`src/rtl/fetch_pkg.sv`:
```
// fetch_pkg: shared types and defaults for the instruction fetch unit.
package fetch_pkg;
    typedef enum logic [1:0] {REQ, WAIT, DRAIN} fetch_state_t;
    localparam int INSTR_BYTES = 4;
    localparam int DEFAULT_AW = 32;
    localparam int DEFAULT_IW = 32;
    localparam logic [31:0] DEFAULT_RESET_PC = 32'h0;
endpackage

```
`src/rtl/fetch_fifo.sv`:
```
// fetch_fifo: DEPTH-entry buffer of fetched words and their PCs; flush beats push/pop.
module fetch_fifo #(
    parameter int IW = 32,
    parameter int AW = 32,
    parameter int DEPTH = 2,
    localparam int PW = $clog2(DEPTH),
    localparam int CW = $clog2(DEPTH + 1)
) (
    input  logic          clk,
    input  logic          reset,
    input  logic          push_i,
    input  logic          pop_i,
    input  logic          flush_i,
    input  logic [IW-1:0] push_instr_i,
    input  logic [AW-1:0] push_pc_i,
    output logic [IW-1:0] head_instr_o,
    output logic [AW-1:0] head_pc_o,
    output logic [CW-1:0] count_o
);
    logic [IW-1:0] instr_q [DEPTH];
    logic [AW-1:0] pc_q [DEPTH];
    logic [PW-1:0] wr_ptr_q, rd_ptr_q;
    logic [CW-1:0] count_q;

    assign head_instr_o = instr_q[rd_ptr_q];
    assign head_pc_o = pc_q[rd_ptr_q];
    assign count_o = count_q;

    always_ff @(posedge clk or posedge reset) begin
        if (reset) begin
            for (int i = 0; i < DEPTH; i++) begin
                instr_q[i] <= '0;
                pc_q[i] <= '0;
            end
            wr_ptr_q <= '0;
            rd_ptr_q <= '0;
            count_q <= '0;
        end else if (flush_i) begin
            wr_ptr_q <= '0;
            rd_ptr_q <= '0;
            count_q <= '0;
        end else begin
            if (push_i) begin
                instr_q[wr_ptr_q] <= push_instr_i;
                pc_q[wr_ptr_q] <= push_pc_i;
                wr_ptr_q <= wr_ptr_q + PW'(1);
            end
            if (pop_i)
                rd_ptr_q <= rd_ptr_q + PW'(1);
            count_q <= count_q + CW'(push_i) - CW'(pop_i);
        end
    end
endmodule

```
`src/rtl/instr_fetch_unit.sv`:
```
// instr_fetch_unit: PC owner issuing one outstanding imem request at a time,
// buffering responses for the control unit and discarding them after redirects.
module instr_fetch_unit
    import fetch_pkg::*;
#(
    parameter int AW = DEFAULT_AW,
    parameter int IW = DEFAULT_IW,
    parameter int DEPTH = 2,
    parameter logic [AW-1:0] RESET_PC = AW'(DEFAULT_RESET_PC)
) (
    input  logic          clk,
    input  logic          reset,
    output logic          imem_req,
    output logic [AW-1:0] imem_addr,
    input  logic          imem_ready,
    input  logic          imem_rvalid,
    input  logic [IW-1:0] imem_rdata,
    output logic          instr_valid,
    output logic [IW-1:0] instr,
    output logic [AW-1:0] instr_pc,
    input  logic          instr_ready,
    input  logic          redirect_valid,
    input  logic [AW-1:0] redirect_pc
);
    localparam int CW = $clog2(DEPTH + 1);

    fetch_state_t state_q, state_d;
    logic [AW-1:0] pc_q, pc_d, req_pc_q, req_pc_d;
    logic [CW-1:0] count;
    logic accept, push, pop;

    // An outstanding request already owns a FIFO slot, so only REQ checks fullness.
    assign imem_req = !reset && state_q == REQ && count < CW'(DEPTH) && !redirect_valid;
    assign imem_addr = pc_q;
    assign accept = imem_req && imem_ready;
    assign push = state_q == WAIT && imem_rvalid && !redirect_valid;
    assign instr_valid = !reset && count != '0 && !redirect_valid;
    assign pop = instr_valid && instr_ready;

    always_comb begin
        state_d = state_q == REQ ? (accept ? WAIT : REQ)
                : imem_rvalid ? REQ
                : redirect_valid ? DRAIN : state_q;
        pc_d = redirect_valid ? (redirect_pc & ~AW'(3))
             : accept ? pc_q + AW'(INSTR_BYTES) : pc_q;
        req_pc_d = accept ? pc_q : req_pc_q;
    end

    always_ff @(posedge clk or posedge reset) begin
        if (reset) begin
            state_q <= REQ;
            pc_q <= RESET_PC;
            req_pc_q <= '0;
        end else begin
            state_q <= state_d;
            pc_q <= pc_d;
            req_pc_q <= req_pc_d;
        end
    end

    fetch_fifo #(.IW(IW), .AW(AW), .DEPTH(DEPTH)) u_fifo (
        .clk(clk),
        .reset(reset),
        .push_i(push),
        .pop_i(pop),
        .flush_i(redirect_valid),
        .push_instr_i(imem_rdata),
        .push_pc_i(req_pc_q),
        .head_instr_o(instr),
        .head_pc_o(instr_pc),
        .count_o(count)
    );
endmodule

```
`config.mk`:
```
export PLATFORM = sky130hd
export DESIGN_NAME = instr_fetch_unit
export DESIGN_NICKNAME = d
export VERILOG_FILES = /design/src/rtl/fetch_pkg.sv /design/src/rtl/fetch_fifo.sv /design/src/rtl/instr_fetch_unit.sv
export SDC_FILE = /design/constraint.sdc
export NUM_CORES = 1
export LEC_CHECK = 0
export BUFFER_PORTS_ARGS = -buffer_cell sky130_fd_sc_hd__buf_2
export CAP_MARGIN = 5
export CORE_ASPECT_RATIO = 1.2
export CORE_MARGIN = 2
export CORE_UTILIZATION = 56
export CTS_CLUSTER_DIAMETER = 80
export DETAILED_ROUTE_END_ITERATION = 12
export PLACE_DENSITY = 0.86
export SYNTH_ARGS = -nofsm -noshare
export SYNTH_HDL_FRONTEND = slang
export SYNTH_HIERARCHICAL = 1
export SYNTH_SLANG_ARGS = --single-unit
```
`constraint.sdc`:
```
create_clock -name clk -period 4.9 [get_ports clk]
set_input_delay 0.245 -clock clk [delete_from_list [all_inputs] [get_ports clk]]
set_output_delay 0.245 -clock clk [all_outputs]
set_load 0.005 [all_outputs]
```
After elaboration in Yosys (flattened, before gate mapping) --
Index checks and enable logic that the tools add are counted.
Storage, ports and cells: output and inout port bits 98, bits in registers 198, bits of input ports 70
Cells by class: eq/ne operators 1, bitwise gates (word level) 3, $lt $le $gt $ge 4, add/sub/neg operators 5, reduce and logical (&&, ||, !) cells 19, multiplexer cells 21
Operators with widths (number):
- $mux W32 | 9
- $bwmux W64 | 2
- $add A32 B3 Y32 const B | 1
- $demux W32 S1 | 1
- $logic_and A1 B1 Y1 | 10
- $mux W2 | 4
- $reduce_bool A2 Y1 | 4
- $mux W1 | 5
- $ge A2 B2 Y1 const B | 2
- $not A1 Y2 | 2
- $reduce_bool A3 Y1 | 1
- $add A1 B1 Y1 const B | 2
- $add A2 B1 Y2 | 1
- $eq A2 B1 Y1 const B | 1
- $logic_not A1 Y1 | 2
- $logic_not A2 Y1 | 1
- $lt A2 B1 Y1 const B | 1
- $lt A2 B2 Y1 const B | 1
- $reduce_and A2 Y1 | 1
- $sub A2 B1 Y2 | 1
- $not A1 Y1 | 1

Longest topological paths before layout --
Gate-level depths: netlist (run 1).
word-level depth 7, mapped depth 9, depth with buffers taken out 8

By module --
The synthesis (run 1) kept the hierarchy.
By module, submodules not included:
- fetch_fifo | cells an instance 359, instances 1, area an instance 6052.1 um^2
- instr_fetch_unit | cells an instance 358, instances 1, area an instance 3035.4 um^2

Worst setup path after synthesis (run 1) --
OpenSTA, ideal clock, no wires.
path type register -> register, start point register pc_q[2] (netlist: imem_addr[2]), end point register pc_q[26] (netlist: imem_addr[26]), slack 2.751 ns, stages on the path, launching flop included 7, arrival time 2.023 ns, period minus slack after synthesis 2.149 ns, required time 4.774 ns, path through dfrtp_1 -> ha_1 -> nand3_1 -> or4_4 -> nor4_1 -> mux2i_1 -> a221o_1
On the way: word-level cells in the longest chain between the ends 3
Ends and longest elaborated chain:
- start, declared | line instr_fetch_unit.sv:28 | logic [AW-1:0] pc_q, pc_d, req_pc_q, req_pc_d;
- start signal, assigned | line instr_fetch_unit.sv:56 | pc_q <= pc_d;
- $add A32 B3 Y32 | line instr_fetch_unit.sv:45 | : accept ? pc_q + AW'(INSTR_BYTES) : pc_q;
- $mux W32 | line instr_fetch_unit.sv:45
- $mux W32 | line instr_fetch_unit.sv:44 | pc_d = redirect_valid ? (redirect_pc & ~AW'(3))
Every way passes these cells. The select of a mux whose other input is x is not followed. A chain may end at the register's enable or synchronous reset.

Worst setup path after layout (run 1) --
start point register state_q[0], end point register pc_q[22] (netlist: imem_addr[22])
On the way: word-level cells in the longest chain between the ends 6
Ends and longest elaborated chain:
- start, declared | line instr_fetch_unit.sv:27 | fetch_state_t state_q, state_d;
- start signal, assigned | line instr_fetch_unit.sv:55 | state_q <= state_d;
- $logic_not A2 Y1 | line instr_fetch_unit.sv:33 | assign imem_req = !reset && state_q == REQ && count < CW'(DEPTH) && !redirect_valid;
- $logic_and A1 B1 Y1 (3 in series) | line instr_fetch_unit.sv:33
- $logic_and A1 B1 Y1 | line instr_fetch_unit.sv:35 | assign accept = imem_req && imem_ready;
- $reduce_bool A2 Y1 (no line)
Every way passes these cells.

==> results of run 1 <==
## state kept, by name, indices dropped and copies added, names as in the netlist
signal and flops:
u_fifo/instr_q 64, u_fifo/wr_ptr_q 1, u_fifo/pc_q 64, imem_addr 30
u_fifo/count_o 2, u_fifo/rd_ptr_q 1, state_q 2, req_pc_q 30
## synthesized netlist by cell type (2+ instances only)
cell                       count
sky130_fd_sc_hd__dfrtp_1     194
sky130_fd_sc_hd__mux2_2      127
sky130_fd_sc_hd__nand2_1     120
sky130_fd_sc_hd__mux2_4       60
sky130_fd_sc_hd__o21ai_0      25
sky130_fd_sc_hd__nor2_1       24
sky130_fd_sc_hd__clkbuf_1     14
sky130_fd_sc_hd__nand4_1      14
sky130_fd_sc_hd__inv_1        13
sky130_fd_sc_hd__o311ai_0     13
sky130_fd_sc_hd__buf_2        10
sky130_fd_sc_hd__nand3_1      10
sky130_fd_sc_hd__buf_6         8
sky130_fd_sc_hd__o211ai_1      7
sky130_fd_sc_hd__buf_12        6
sky130_fd_sc_hd__nor3_1        6
sky130_fd_sc_hd__a21oi_1       5
sky130_fd_sc_hd__mux2_1        5
sky130_fd_sc_hd__a31oi_1       4
sky130_fd_sc_hd__a221o_1       3
sky130_fd_sc_hd__a22oi_1       3
sky130_fd_sc_hd__and2_1        3
sky130_fd_sc_hd__ha_1          3
sky130_fd_sc_hd__nor4_1        3
sky130_fd_sc_hd__or3_1         3
sky130_fd_sc_hd__xnor2_1       3
sky130_fd_sc_hd__a21o_1        2
sky130_fd_sc_hd__a31o_2        2
sky130_fd_sc_hd__a41oi_1       2
sky130_fd_sc_hd__and3_1        2
sky130_fd_sc_hd__buf_1         2
sky130_fd_sc_hd__buf_4         2
sky130_fd_sc_hd__mux2i_1       2
## kinds of logic (layout without fill, tap and decap cells)
group | Yosys count | after routing | synth area share, %
simple gates | 197 | 197 | 9.73
mux | 194 | 194 | 26.5
flops | 194 | 194 | 53.4
compound gates | 68 | 68 | 5.04
buf+inv | 55 | 217 | 4.23
xor+xnor | 5 | 5 | 0.633
fa+ha+maj | 3 | 3 | 0.413
other cells | 1 | 6 | 0.0413
## through the flow
stage          power (mW)  worst slack (ns)  util [%]  cells  instance area (um2)
6_report             3.96              2.16      65.4   1096                10500
5_1_grt              4.15              2.06      65.4   1096                10500
4_1_cts              3.99              2.18      65.3   1095                10500
3_5_place_dp         2.66              2.19      61.8   1063                 9940
3_3_place_gp         2.62              2.21      61.8   1063                 9940
2_1_floorplan        2.36              1.13         -    722                 9110
## power by group
group	total [mW]	switching [mW]	internal (mW)
sequential	1.98	0.161	1.82
clock	1.32	0.585	0.737
combinational	0.656	0.288	0.368
## worst max-delay path by stage
| stage | endpoint | cells past startpoint | slack [ns] | from |
|---|---|---|---|---|
| 4_1_cts | imem_addr[22]$_DFFE_PP0P_ | 5 | 2.18 | state_q[0]$_DFFE_PP0P_ |
| 3_5_place_dp | imem_addr[22]$_DFFE_PP0P_ | 5 | 2.19 | state_q[0]$_DFFE_PP0P_ |
| 2_1_floorplan | u_fifo/count_o[0]$_DFF_PP0_ | 1 | 1.13 | reset |
| 5_1_grt | imem_addr[22]$_DFFE_PP0P_ | 5 | 2.06 | state_q[0]$_DFFE_PP0P_ |
| 6_report | imem_addr[22]$_DFFE_PP0P_ | 5 | 2.16 | state_q[0]$_DFFE_PP0P_ |
| 3_3_place_gp | imem_addr[22]$_DFFE_PP0P_ | 5 | 2.21 | state_q[0]$_DFFE_PP0P_ |
## routing by layer
metal	vias to the layer above	part of all wire (%)
met5	-	0
met2	277	49
met4	0	2.2
li1	2832	-
met1	3157	42
met3	33	6.5
## cell type report
| class | instances | area, um2 | area share (%) |
|---|---|---|---|
| flip-flops and latches | 194 | 4860 | 46.2 |
| repair buffers | 173 | 910 | 8.65 |
| inverters | 13 | 53.8 | 0.512 |
| clock inverters | 9 | 81.3 | 0.774 |
| multi-input cells | 473 | 3870 | 36.8 |
| clock buffers | 22 | 474 | 4.51 |
| well taps | 212 | 265 | 2.52 |
==> results.txt, run 1 <==
The path class of the lowest-slack min-delay path is input pin to async pin. Relative to the synthesized area, the layout overhead comes to 15.7%. Dividing total power by cell area gives a power density of 377 nW/um2. The buffers plus inverters on the worst setup path came out at 0. The insertion delay of the later-clocked pin in the worst-skew pair is 0.43 ns. The overall global routing resource usage came out at 24.0%. The TritonCTS sink count is 194. The final global-route overflow total is 0. The most frequent standard cell in the layout excluding fill and tap cells is sky130_fd_sc_hd__dfrtp_1.

After synthesis, the cell types taking the most area are sky130_fd_sc_hd__dfrtp_1 (53%), sky130_fd_sc_hd__mux2_2 (16%), sky130_fd_sc_hd__mux2_4 (9.9%), sky130_fd_sc_hd__nand2_1 (5.0%), sky130_fd_sc_hd__o21ai_0 (1.4%). The count of maximum capacitance violations is 0. The number of synthesis warnings is 6. The summed negative setup slack over all endpoints is 0 ns. In the final design database the tool counted 945 nets.

The leakage power total is 5.44 nW. CTS built an H-tree with a depth of 4. The detailed router placed 6299 vias in this run. The clock-pin slew on the worst setup and hold paths is 0.07 ns. The number of antenna violations at the first check in global routing was 0.

The remaining antenna violation count after routing is 0. Global routing used 31.7% of the available met1 tracks. The average size of a mapped cell came out at 12.7 um2. The worst hold margin is -0.0433 ns.

In the synthesized netlist the dominant register cell turns out to be sky130_fd_sc_hd__dfrtp_1. The worst setup path is launched from a flop. The flip-flop and latch count after synthesis is 194. The max-slew violation count is 0. Global routing used 39.6% of the available met2 tracks.

The first global-routing pass estimated 32500 um of wire. The final-report hold violation count is 19. The final reports fail on negative hold slack. The final-layout fill cell count is 1244. The run finished, with violations left. The worst register-to-register path begins at state_q[0]$_DFFE_PP0P_. Sequential elements use 53.4% of the synthesized area. The final routed wire length divided by cell count is 18.7 um. The number of buffers inserted to repair setup after CTS came out at 0. For this run, the detailed router's first-pass iteration total came to 5. The number of cells upsized or downsized after cts is 0. TritonCTS built the clock tree. Walking the worst path, the cells encountered are or4b_1 > or2_2 > or4_1 > o21ai_1 > a221o_1.

The last weighted congestion value of the routability-driven placer is 0.861. Entering global routing, the biggest net connects 78 pins. The met3 track demand over resource is 5.00%.

The most area-hungry cell type in the Yosys netlist is sky130_fd_sc_hd__dfrtp_1. The maximum fanout along the worst path came out at 61. Leaving out fill and tap cells, the most frequent cells in the layout are sky130_fd_sc_hd__dfrtp_1 (193), sky130_fd_sc_hd__buf_2 (163), sky130_fd_sc_hd__mux2_2 (127), sky130_fd_sc_hd__nand2_1 (120), sky130_fd_sc_hd__mux2_4 (60).

Measured along the y axis, the die boundary spans 144 um. After clock tree synthesis, the flow added hold-fix buffers numbering 1. The share of layout cells above drive strength 1 came out at 45.4%.

The post-detailed-route DRC marker count is 0. The clock buffer count from CTS is 17. The core box area came out at 16100 um2.

In this run, distinct cell masters in the synthesized netlist total 50. The number of inserted diodes is 0. The deepest clock path buffer count is 2. The share of the synthesized area in the top cell type is 53.4%.

The largest vdd supply drop came out at 0.204 mV. The number of DRC markers after the initial detailed-route iteration came out at 494. Timing would allow up to 365 MHz. The count of buffers from port buffering came out at 163.

On the critical path, the stage with the largest delay is an instance of sky130_fd_sc_hd__or2_2. The half-perimeter wire length of the detailed placement result came out at 13200 um. Synthesis produced 717 cells. The cell at the root of the clock tree is sky130_fd_sc_hd__clkbuf_16. The required time of the worst setup path is 5.27 ns. The shortest clock period the worst path allows after layout is 2.74 ns. The share of synthesized flip-flops with an asynchronous set or reset is 100%. The width of the chip came out at 120 um. The endpoint arrival time on the critical path is 3.11 ns.

The area of the die is 17300 um2. STA classifies the critical path endpoint as a flop. The path depth of the worst reg2reg path is 5. The number of flops mapped to enable cells by yosys came out at 0. The busiest layer in global routing is met2. For this configuration, the core starts out at a cell density of 56.5%. The portion of the clock cycle consumed by the worst path in the final layout came out at 55.9%. The final number of setup-violating endpoints came out at 0. The number of placed I/O pins came out at 168. Setup repair after global routing left no endpoint under its margin. The floorplan has 51 rows.

The endpoint identified for the worst register-to-register timing path is imem_addr[22]$_DFFE_PP0P_. For flop-to-flop paths, the worst setup slack is 2.16 ns. On the worst path, the slowest cell contributes a delay of 0.74 ns.

The via count of the first global-routing pass came out at 6337. Grouping stages by cell kind, the critical path spends the most delay in simple AND/OR/NAND/NOR gates. The final routed wirelength across all metal layers came out at 20500 um. The clock skew came out at 0.00867 ns.

The post-synthesis cell area came out at 9090 um2. The critical path in this run is classified as flop to flop. The vias per cell is 5.75. At the pin with the least slew margin, the transition time is 1.13 ns.

In this run the tightest slew margin relative to its limit is 25.0%.
No activity file was read; power rests on OpenSTA's default activity.
==> inputs of run 2 (changes only) <==
--- a/config.mk
+++ b/config.mk
@@ -9,10 +9,10 @@
 export CAP_MARGIN = 5
 export CORE_ASPECT_RATIO = 1.2
 export CORE_MARGIN = 2
-export CORE_UTILIZATION = 56
+export CORE_UTILIZATION = 51
 export CTS_CLUSTER_DIAMETER = 80
 export DETAILED_ROUTE_END_ITERATION = 12
-export PLACE_DENSITY = 0.86
+export PLACE_DENSITY = 0.83
 export SYNTH_ARGS = -nofsm -noshare
 export SYNTH_HDL_FRONTEND = slang
 export SYNTH_HIERARCHICAL = 1
==> constraint.sdc (replaced) <==
create_clock -name clk -period 2.4 [get_ports clk]
set_input_delay 0.12 -clock clk [delete_from_list [all_inputs] [get_ports clk]]
set_output_delay 0.12 -clock clk [all_outputs]
set_load 0.005 [all_outputs]
==> results.txt, run 2 (synthesized netlist as in run 1, its figures left out) <==
The flow ran to the end, and the final reports show no timing, DRC or antenna violations. The number of DRC markers after the initial detailed-route iteration came out at 416. At the end of the flow, the number of nets in the layout was 1027.

The overall global routing resource usage is 24.0%. The worst relative slew slack is 25.3%. The final routed wirelength across all metal layers came out at 22200 um. The vias after detailed routing is 6491. Clock latency on the worst-skew pair, taken at its later pin, is 0.43 ns. The vias per cell is 5.47.

The start point of the worst hold path is redirect_pc[30]. The required time of the worst setup path came out at 2.75 ns. Of all nets on the critical path, the largest fanout is 36. The worst setup path is launched from a flop. For the pin with the worst max-slew slack, the measured transition is 1.12 ns. The floorplan row count came out at 53. The post-detailed-route DRC marker count came out at 0. Across the routed clock network, the largest skew measured is 0.0101 ns. The worst hold path belongs to the class input pin to flop. The clock-pin slew on the worst setup and hold paths is 0.07 ns. The half-perimeter wire length of the detailed placement result came out at 13900 um. The analysis attributes to cell leakage a power of 5.85 nW. The final routed wire length divided by cell count came out at 18.7 um. The remaining antenna violation count after routing came out at 0. The endpoint arrival time on the critical path came out at 2.62 ns. The max-slew violation count is 0. TritonCTS built the clock tree. The pre-CTS setup slack is 0.150 ns. In the final layout, the registers with the most flip-flops are u_fifo/instr_q (64), u_fifo/pc_q (64). The largest vdd supply drop is 0.506 mV. Summed over all failing endpoints, the final setup total negative slack is 0 ns. At the end of routability-driven placement, the weighted congestion stood at 0.837. The portion of the clock cycle consumed by the worst path in the final layout is 94.2%.

The starting density of the core came out at 51.9%. The worst register-to-register path begins at state_q[0]$_DFFE_PP0P_. Setup repair after global routing left no endpoint under its margin.

STA classifies the critical path endpoint as a flop. The detailed-router iteration count before antenna repair is 5. The width of the chip came out at 126 um. The highest clock rate is 442 MHz. The clock passes through at most 2 buffers. The die height is 150 um. Power comes to 8.49 mW. The clock net in this run drives a total of 194 sinks.

The clock period could shrink to 2.26 ns. The final-report hold violation count is 0. The number of inserted diodes is 0. Leaving out fill and tap cells, the most frequent cell in the layout is sky130_fd_sc_hd__dfrtp_1. The area of the die is 18900 um2. The setup path with the least slack is of type flop to flop. The largest net degree at the start of global routing is 81.

From synthesis to final layout, the design area changed by 25.7%. In this run the power density over the cells is 743 nW/um2. Setup violations remaining at the end of the flow were counted as 0. The tool flagged a number of max-cap violations equal to 0. The smallest setup slack after layout came out at 0.139 ns. The number of levels in the clock H-tree is 4. The count of buffers added on input and output ports is 163. The final global-route overflow total is 0. The critical path starts at state_q[0]$_DFFE_PP0P_.

The number of antenna violations at the first check in global routing is 0. The share of layout cells above drive strength 1 came out at 43.7%. The top cell types in the final layout, fill and taps aside, are sky130_fd_sc_hd__dfrtp_1 (193), sky130_fd_sc_hd__buf_2 (163), sky130_fd_sc_hd__mux2_2 (127), sky130_fd_sc_hd__nand2_1 (120), sky130_fd_sc_hd__dlygate4sd3_1 (62).

The first global-routing pass estimated 36000 um of wire. The clock buffer count from CTS is 17. The core box area is 17500 um2.

The via count of the first global-routing pass came out at 6968. The cell at the root of the clock tree is sky130_fd_sc_hd__clkbuf_16. For this design the top-level I/O count stands at 168.
[run 2: cell types whose count changed in the layout (fill, tap and decap cells not counted), sizes merged]
cell         delta
clkinv          +1
inv             -1
buf            +21
clkinvlp        +1
bufinv          +3
clkbuf          -3
dlygate4sd3    +61
[run 2: final cells by class]
cell class	instances	area, um2
multi-input combinational	473	3870
inverter	13	52.6
tap	220	275
timing repair buffer	255	1750
fill	1299	6080
clock inverter	13	184
sequential	194	4860
clock buffer	19	433
[run 2: metrics by stage]
stage	instance area (um2)	hold slack, ns	std cells	utilization [%]
6_report	11400	0.0212	1187	65.3
5_1_grt	11400	0.0460	1187	65.3
4_1_cts	11400	0.00512	1187	65.3
3_5_place_dp	10200	0.229	1093	58.2
3_3_place_gp	10200	0.224	1093	58.2
2_1_floorplan	9110	0.186	722	-
[run 2: final timing paths]
kind | endpoint | slack [ns] | cells past startpoint
setup / recovery | imem_addr[27]$_DFFE_PP0P_ | 0.14 | 6
hold / removal | imem_addr[30]$_DFFE_PP0P_ | 0.02 | 4
setup reg to reg | imem_addr[27]$_DFFE_PP0P_ | 0.14 | 6
hold reg to reg | u_fifo/instr_q[54]$_DFFE_PP0P_ | 0.49 | 1
max in group asynchronous | u_fifo/rd_ptr_q$_DFFE_PP0P_ | 1.25 | 4
min in group asynchronous | u_fifo/count_o[1]$_DFF_PP0_ | 0.32 | 3
[run 2: layer usage]
layer / vias to the layer above / wire (um) / global-route usage [%]
li1: 3000 / - / -
met1: 3224 / 9520 / 31.6
met2: 247 / 11200 / 40.8
met3: 20 / 1150 / 4.83
met4: 0 / 274 / 6.98
met5: - / 0 / 0
[run 2: report_power, final]
group	leakage, nW	internal, mW	switching [mW]
registers	2.56	3.71	0.311
clock network	0.293	1.75	1.22
logic	3.00	0.848	0.652
total	5.85	6.31	2.18
[run 2: critical path: stages (launching register included)]
cell,delay [ns]
sky130_fd_sc_hd__dfrtp_1,0.39
sky130_fd_sc_hd__or4b_1,0.65
sky130_fd_sc_hd__nor2_2,0.20
sky130_fd_sc_hd__buf_12,0.24
sky130_fd_sc_hd__nand4_1,0.22
sky130_fd_sc_hd__or3_1,0.40
sky130_fd_sc_hd__nand3_1,0.09
[run 2: what timing repair did]
item / in CTS / in global routing
endpoints found under the hold margin: 140 / 0
resized for setup: 0 / 1
hold buffers: 62 / 0
setup buffers: 0 / 0
setup endpoints to repair: 0 / 3
==> inputs of run 3 (changes only) <==
--- a/config.mk
+++ b/config.mk
@@ -9,10 +9,11 @@
 export CAP_MARGIN = 5
 export CORE_ASPECT_RATIO = 1.2
 export CORE_MARGIN = 2
-export CORE_UTILIZATION = 51
+export CORE_UTILIZATION = 60
 export CTS_CLUSTER_DIAMETER = 80
 export DETAILED_ROUTE_END_ITERATION = 12
-export PLACE_DENSITY = 0.83
+export HOLD_SLACK_MARGIN = 0.15
+export PLACE_DENSITY = 0.91
 export SYNTH_ARGS = -nofsm -noshare
 export SYNTH_HDL_FRONTEND = slang
 export SYNTH_HIERARCHICAL = 1
==> constraint.sdc (replaced) <==
create_clock -name clk -period 2.9 [get_ports clk]
set_input_delay 0.145 -clock clk [delete_from_list [all_inputs] [get_ports clk]]
set_output_delay 0.145 -clock clk [all_outputs]
set_load 0.005 [all_outputs]
==> results.txt, run 3 (synthesized netlist as in run 1, its figures left out) <==
The run finished with clean final reports. Before antenna repair, the detailed router went through 5 iterations. In the routed layout, each cell is associated on average with a via count of 5.74.

The floorplan row count is 49. In the final design database the tool counted 1015 nets. Max-cap violations in this run came to 0.

For this run, the top clock speed supported by timing is 403 MHz. The max-slew violation count is 0. The shortest clock period the worst path allows after layout is 2.48 ns. The final global-route overflow total came out at 0.

In this run the count of I/O pins placed on the die edge is 168. The tree is rooted in a sky130_fd_sc_hd__clkbuf_16. The final routed wirelength across all metal layers is 22700 um.

The largest net degree at the start of global routing came out at 61. The number of antenna violations at the first check in global routing came out at 0. The deepest clock path buffer count is 2. Before CTS, the worst setup slack after placement is 0.542 ns.

The transition at the pin with the smallest max-transition slack came out at 0.961 ns. The required time of the worst setup path came out at 3.22 ns. The largest vdd supply drop came out at 0.374 mV. In the routed design, unresolved DRC markers number 0.

The worst setup path is captured at a flop. The via count of the first global-routing pass came out at 6980. The largest single stage delay on the critical path is 0.45 ns. The non-filler instance count after layout came out at 1159. The largest registers in the layout are u_fifo/instr_q (64), u_fifo/pc_q (64). The maximum fanout along the worst path is 36. The first-pass GRT wire length came out at 36000 um.

For this design the static power due to leakage is 5.81 nW. The number of DRC markers after the initial detailed-route iteration is 443. The summed negative setup slack over all endpoints is 0 ns. The number of buffers inserted to repair setup after CTS came out at 0. The core box area came out at 14900 um2.

The last weighted congestion value of the routability-driven placer came out at 0.829. The most frequent standard cell in the layout excluding fill and tap cells is sky130_fd_sc_hd__dfrtp_1. The number of antenna diodes in the final layout is 0. The half-perimeter wire length of the detailed placement result came out at 13800 um. The highest-delay cell along the critical path is sky130_fd_sc_hd__nor2_1. The final-layout fill cell count came out at 908. The count of nets left with antenna violations once routing finished came out at 0.

The final instance area is 11300 um2. The TritonCTS sink count came out at 194. Final hold analysis gives a worst-case slack of 0.274 ns. The worst setup path is launched from a flop.

The area of the die came out at 16200 um2. The final-report hold violation count came out at 0. The min-delay analysis places its worst path in the category input pin to flop.

Measured against its own limit, the worst slew margin works out to 35.8%. The insertion delay of the later-clocked pin in the worst-skew pair came out at 0.43 ns. The final number of setup-violating endpoints came out at 0. The worst setup path is of the flop to flop kind. The area of placed instances is 10000 um2.

The width of the chip is 116 um. Buffers inserted during clock tree synthesis total 17. The total power density per cell area came out at 629 nW/um2. Setup repair after global routing left no endpoint under its margin. For flop-to-flop paths, the worst setup slack is 0.42 ns.

The number of levels in the clock H-tree came out at 4. Once placement completed, the tool counted placed cells totaling 1062. The die height came out at 139 um. The overall global routing resource usage came out at 28.8%.

The post-synthesis to final-layout area growth came out at 24.8%. The starting density of the core is 61.0%. The clock skew came out at 0.0125 ns. The top cell types in the final layout, fill and taps aside, are sky130_fd_sc_hd__dfrtp_1 (193), sky130_fd_sc_hd__buf_2 (163), sky130_fd_sc_hd__mux2_2 (127), sky130_fd_sc_hd__nand2_1 (120), sky130_fd_sc_hd__dlygate4sd3_1 (65). The count of buffers from port buffering came out at 163.

The vias after detailed routing is 6656. Clock-pin slew was measured on the worst setup and hold paths at 0.07 ns. The smallest setup slack after layout came out at 0.422 ns.

Data on the critical path arrives at its endpoint at 2.79 ns. In the final routed layout, each cell accounts on average for 19.5 um. The TritonCTS clock tree is done. The share of layout cells above drive strength 1 came out at 42.7%. The signal on the critical path passes through or2_2 > nor2_1 > nand3b_1 > buf_4 > mux2_4. The portion of the clock cycle consumed by the worst path in the final layout came out at 85.5%.
==> run 3: cell count changes in the layout (fill, tap and decap cells not counted), moves of 3 or more <==
cell,delta
sky130_fd_sc_hd__buf_4,-13
sky130_fd_sc_hd__clkinvlp_4,-3
sky130_fd_sc_hd__clkbuf_8,+5
sky130_fd_sc_hd__dlygate4sd3_1,+3
==> run 3: power by group <==
group / internal (mW) / switching [mW] / total (mW)
sequential: 3.07 / 0.280 / 3.35
combinational: 0.688 / 0.529 / 1.22
clock: 1.56 / 0.994 / 2.56
total: 5.33 / 1.80 / 7.13
==> run 3: per-layer routing <==
| metal | global-route usage (%) | part of all wire, % | up-vias | routed length (um) |
|---|---|---|---|---|
| met2 | 48.3 | 51 | 298 | 11500 |
| met1 | 35.5 | 39 | 3308 | 8920 |
| li1 | - | - | 2981 | - |
| met3 | 7.21 | 6.7 | 69 | 1520 |
| met4 | 11.5 | 3.3 | 0 | 753 |
| met5 | 0 | 0 | - | 0 |
==> run 3: final timing paths <==
check                      cells after the start                           start                              to
min reg2reg                                    1  u_fifo/instr_q[54]$_DFFE_PP0P_  u_fifo/instr_q[54]$_DFFE_PP0P_
max                                            5          state_q[1]$_DFFE_PP0P_  u_fifo/instr_q[19]$_DFFE_PP0P_
max in group asynchronous                      4                           reset  u_fifo/instr_q[61]$_DFFE_PP0P_
min                                            3                  redirect_valid     u_fifo/count_o[1]$_DFF_PP0_
max reg2reg                                    5          state_q[1]$_DFFE_PP0P_  u_fifo/instr_q[19]$_DFFE_PP0P_
min in group asynchronous                      3                           reset          state_q[1]$_DFFE_PP0P_
==> run 3: layout make-up <==
| class | instances | area [um2] | share of cell area [%] |
|---|---|---|---|
| sequential | 194 | 4860 | 42.8 |
| multi-input combinational | 473 | 3870 | 34.2 |
| timing repair buffer | 243 | 1650 | 14.6 |
| clock buffer | 24 | 502 | 4.42 |
| tap | 204 | 255 | 2.25 |
| clock inverter | 8 | 148 | 1.30 |
| inverter | 13 | 52.6 | 0.463 |
==> run 3: worst max-delay path, delay by kind of cell (launching register included) <==
kind	cells	cell delay, ns
DFF	1	0.43
muxes	1	0.39
buffers and inverters	1	0.41
and+or+nand+nor	3	1.10
==> run 3: repair_timing <==
action                     4_1_cts  5_1_grt
setup endpoints to repair        0        0
hold buffers                    65        0
resized for setup                0        0
hold endpoints to repair       168        0
==> run 3: metrics by stage <==
stage	power [mW]	util (%)
after floorplan	3.99	-
after global placement	4.45	67.4
after detailed placement	4.52	67.4
after CTS	7.14	76.1
after global routing	7.45	76.1
final	7.13	76.1
